--- config.mk ---
export PLATFORM = sky130hd
export DESIGN_NAME = rr_encoder_4x2
export DESIGN_NICKNAME = d
export VERILOG_FILES = /design/src/rtl/rr_encoder_4x2.sv
export SDC_FILE = /design/constraint.sdc
export NUM_CORES = 1
export LEC_CHECK = 0
export CAP_MARGIN = 20
export CORE_AREA = 2 2 39 41
export CTS_BUF_LIST = sky130_fd_sc_hd__clkbuf_16
export CTS_CLUSTER_SIZE = 14
export DETAILED_ROUTE_END_ITERATION = 16
export DIE_AREA = 0 0 41 43
export PLACE_DENSITY = 0.66
export SLEW_MARGIN = 10
export SYNTH_ARGS = -nofsm -noshare
export SYNTH_HDL_FRONTEND = slang
export SYNTH_SLANG_ARGS = --single-unit
export TNS_END_PERCENT = 30
--- constraint.sdc ---
create_clock -name clk -period 6.5 [get_ports clk]
set_input_delay 0.65 -clock clk [delete_from_list [all_inputs] [get_ports clk]]
set_output_delay 0.65 -clock clk [all_outputs]
set_load 0.005 [all_outputs]
--- src/rtl/rr_encoder_4x2.sv ---
// Registered 4-to-2 encoder with a valid/ack output handshake.
// It selects one request line using either round-robin or fixed priority.
module rr_encoder_4x2 #(
  parameter bit         ROUND_ROBIN = 1'b1,
  parameter logic [1:0] PTR_RESET   = 2'd0
) (
  input  logic       clk,
  input  logic       rst_n,
  input  logic [3:0] req,
  output logic [1:0] code,
  output logic       valid,
  input  logic       ack,
  output logic       multi,
  output logic [1:0] ptr
);

  logic [1:0] code_reg, code_next;
  logic       valid_reg, valid_next;
  logic       multi_reg, multi_next;
  logic [1:0] ptr_reg, ptr_next;

  logic [3:0] rot_req;
  logic [1:0] rr_off;
  logic [1:0] rr_win;
  logic [1:0] fp_win;
  logic [1:0] win;
  logic       slot_free;
  logic       capture;
  logic       multi_now;

  // rot_req[gi] holds the request gi places after the current search start.
  genvar gi;
  generate
    for (gi = 0; gi < 4; gi++) begin : g_rot
      logic [1:0] idx;
      assign idx         = ptr_reg + 2'(gi);
      assign rot_req[gi] = req[idx];
    end
  endgenerate

  always_comb begin
    rr_off = 2'd0;
    for (int i = 3; i >= 0; i--) begin
      if (rot_req[i]) rr_off = 2'(i);
    end
    rr_win = ptr_reg + rr_off;
  end

  always_comb begin
    fp_win = 2'd0;
    for (int i = 0; i < 4; i++) begin
      if (req[i]) fp_win = 2'(i);
    end
  end

  assign win       = ROUND_ROBIN ? rr_win : fp_win;
  assign multi_now = |(req & (req - 4'd1));
  assign slot_free = !valid_reg || ack;
  assign capture   = slot_free && (req != 4'b0000);

  always_comb begin
    code_next  = code_reg;
    valid_next = valid_reg;
    multi_next = multi_reg;
    ptr_next   = ptr_reg;
    if (capture) begin
      code_next  = win;
      multi_next = multi_now;
      valid_next = 1'b1;
      ptr_next   = ROUND_ROBIN ? (win + 2'd1) : PTR_RESET;
    end else if (valid_reg && ack) begin
      // Release: code and multi keep their stale values.
      valid_next = 1'b0;
    end
  end

  always_ff @(posedge clk or negedge rst_n) begin
    if (!rst_n) begin
      code_reg  <= 2'b00;
      valid_reg <= 1'b0;
      multi_reg <= 1'b0;
      ptr_reg   <= PTR_RESET;
    end else begin
      code_reg  <= code_next;
      valid_reg <= valid_next;
      multi_reg <= multi_next;
      ptr_reg   <= ptr_next;
    end
  end

  assign code  = code_reg;
  assign valid = valid_reg;
  assign multi = multi_reg;
  assign ptr   = ptr_reg;

endmodule

==> impl_metrics.tcl <==
set metrics [dict create \
    grt_pass1_vias 377 \
    drive_gt1_share_pct 15.49 \
    setup_viol 0 \
    leakagePower_uw 0.0002909 \
    synth_edf_count 0 \
    irDropWorstVdd_uv 166.9 \
    clock_skew_ns 0.0004151 \
    period_share_pct 43.75 \
    cts_inserted_buffers 3 \
    start_kind "input pin" \
    worstPathArrival_ns 2.99 \
    fp-row-count 14 \
    yosysSeqAreaShare_pct 28.50 \
    status "finished, final reports clean" \
    hold_viol_final 0 \
    die_x_um 41 \
    powerDensity_nw_per_um2 429.8 \
    min_to "multi" \
    synthCells 60 \
    place_hpwl_um 723.2 \
    timing.rr.end "ptr[1]" \
    wirelength_um 950 \
    synth_top_area_share_pct 28.50 \
    area_growth_pct 34.92 \
    pre_cts_slack_ns 3.407 \
    clock_sinks 6 \
    design.core.area_um2 1384 \
    crit_path_end_kind "flip-flop" \
    die_h_um 43 \
    final_nets 81 \
    holdBufCountCts 0 \
    drc 0 \
    place_congestion 0.7432 \
    cts_resized 0 \
    required_ns 6.65 \
    postLayoutCoreUtil_pct 51.36 \
    antenna_left 0 \
    fin_crit_ns 2.843 \
    finalMaxSlewViolations 0 \
    synth_cell_types 30 \
    yosysWarnings 0 \
    wire_per_inst_um 10.92 \
    rrSetupSlack_ns 4.19 \
    drv_cap 0 \
    grt_pass1_wl_mm 1.642 \
    first_pass_iters 4 \
    grt_overflow 0 \
    synthTopCellsByArea "dfrtp_1 29%, nand2_1 8.6%, a21oi_1 4.8%, xor2_1 3.3%, a32oi_2 3.1%" \
    tns_ns 0 \
    slew-limit-headroom_pct 73.06 \
    port_buffers 12 \
    syn_area_per_cell_um2 8.779 \
    synth_seq_cells 6 \
    die_area_um2 1763 \
    clk_pin_slew_ns 0.03 \
    worst_r2r_path_depth 10 \
    hold_depth 2 \
    antenna-diode-count 0 \
    syn_nets 68 \
    clockBufferDepth 2 \
    synth_area_um2 526.8 \
    vias_per_cell 5.011 \
    async_reset_ff_share_pct 100.0 \
    clk_latency_ns 0.23 \
    seqCellArea_um2 150.1 \
    synthTopCellsByCount "12 x nand2_1, 6 x dfrtp_1, 5 x a21oi_1" \
    rsz0062_at_grt "no" \
    cts_htree_levels 1 \
    worstReg2RegStart "ptr[1]" \
    dominantRegCellSynth "dfrtp_1" \
    io_pins 13 \
    yosysMostFrequentCell "nand2_1" \
    grt_use_total_pct 13.45 \
    min_from "multi" \
    num_vias 436 \
    cts_root_buf "clkbuf_16" \
    synth_top_cell_by_area "dfrtp_1" \
    hold_path_class "reg -> reg" \
    max_freq_mhz 351.7 \
    multi_input_area_um2 345.3 \
    initial_core_util_pct 38.07 \
    critPathMaxFanout 9 \
    drt_iter0_drc 11 \
    crit_type "in -> reg" \
    fill_cells 140 \
    postCtsSetupBuffers 0 \
    tritoncts "yes" \
    fin_ws_ns 3.657 \
    tightest_slew_ns 0.4028 \
    grt_max_degree 12 \
    grt_antenna_before_repair 0 \
]
==> per-layer routing <==
| layer | vias up | global-route usage, % | routed length [um] |
|---|---|---|---|
| li1 | 231 | - | - |
| met1 | 193 | 18.97 | 469 |
| met2 | 12 | 18.75 | 425 |
| met3 | 0 | 3.141 | 55 |
| met4 | 0 | 6.000 | 0 |
| met5 | - | 0 | 0 |
==> worst max path at each step <==
stage           start      to  slack (ns)  cells past startpoint
4_1_cts        req[2]  ptr[1]        3.64                     11
2_1_floorplan  req[2]  ptr[1]        4.04                     11
6_report       req[2]  ptr[1]        3.66                     11
5_1_grt        req[1]  ptr[1]        3.45                     10
3_3_place_gp   req[2]  ptr[1]        3.46                     11
3_5_place_dp   req[2]  ptr[1]        3.41                     11
==> power breakdown <==
| group | total (uW) | switching [uW] | internal (uW) |
|---|---|---|---|
| Sequential | 72.5 | 20.8 | 51.7 |
| Combinational | 133 | 56.4 | 77.0 |
| Clock | 99.5 | 20.6 | 79.0 |
==> metrics by stage <==
stage	area (um2)	instances	total power [uW]	hold WS, ns
after global routing	710.7	87	331.6	0.4958
final	710.7	87	305.5	0.4695
after detailed placement	635.6	84	207.5	0.4697
after CTS	710.7	87	308.8	0.4778
after floorplan	526.8	60	167.2	0.3544
after global placement	635.6	84	203.7	0.4590
==> area by class of cell <==
cell class                 instances  area share, %
multi-input combinational         50          48.59
tap                               16          2.817
timing repair buffer              12          16.90
sequential                         6          21.13
clock buffer                       3          10.56
==> cell families after synthesis <==
logic type | after synthesis | share of synthesized area, %
DFF | 6 | 28.50
xor gates and xnor gates | 3 | 4.989
and+or+nand+nor | 28 | 28.27
AOI/OAI and AO/OA | 16 | 25.18
muxes | 1 | 2.850
buffers and inverters | 4 | 5.936
adders and majority gates | 2 | 4.275
==> cells in the final DEF (no fill, tap or decap), types with 2 or more instances in the layout <==
master and n:
clkdlybuf4s50_1 12, nor3_1 2, nor2_1 4, and2b_1 2, clkbuf_16 3, nand2_1 12, xor2_1 2, a21oi_1 5
nor2b_1 2, dfrtp_1 6, o21ai_0 3
==> worst max-delay path: stages <==
cell	delay (ns)
clkdlybuf4s50_1	0.65
nand2_1	0.09
a21oi_1	0.15
nor2_1	0.05
a211oi_1	0.21
a21oi_1	0.07
ha_1	0.35
or2_2	0.29
a221o_1	0.29
nand2_1	0.07
xor2_1	0.13
Note: power is estimated with default switching activity, not from simulation.
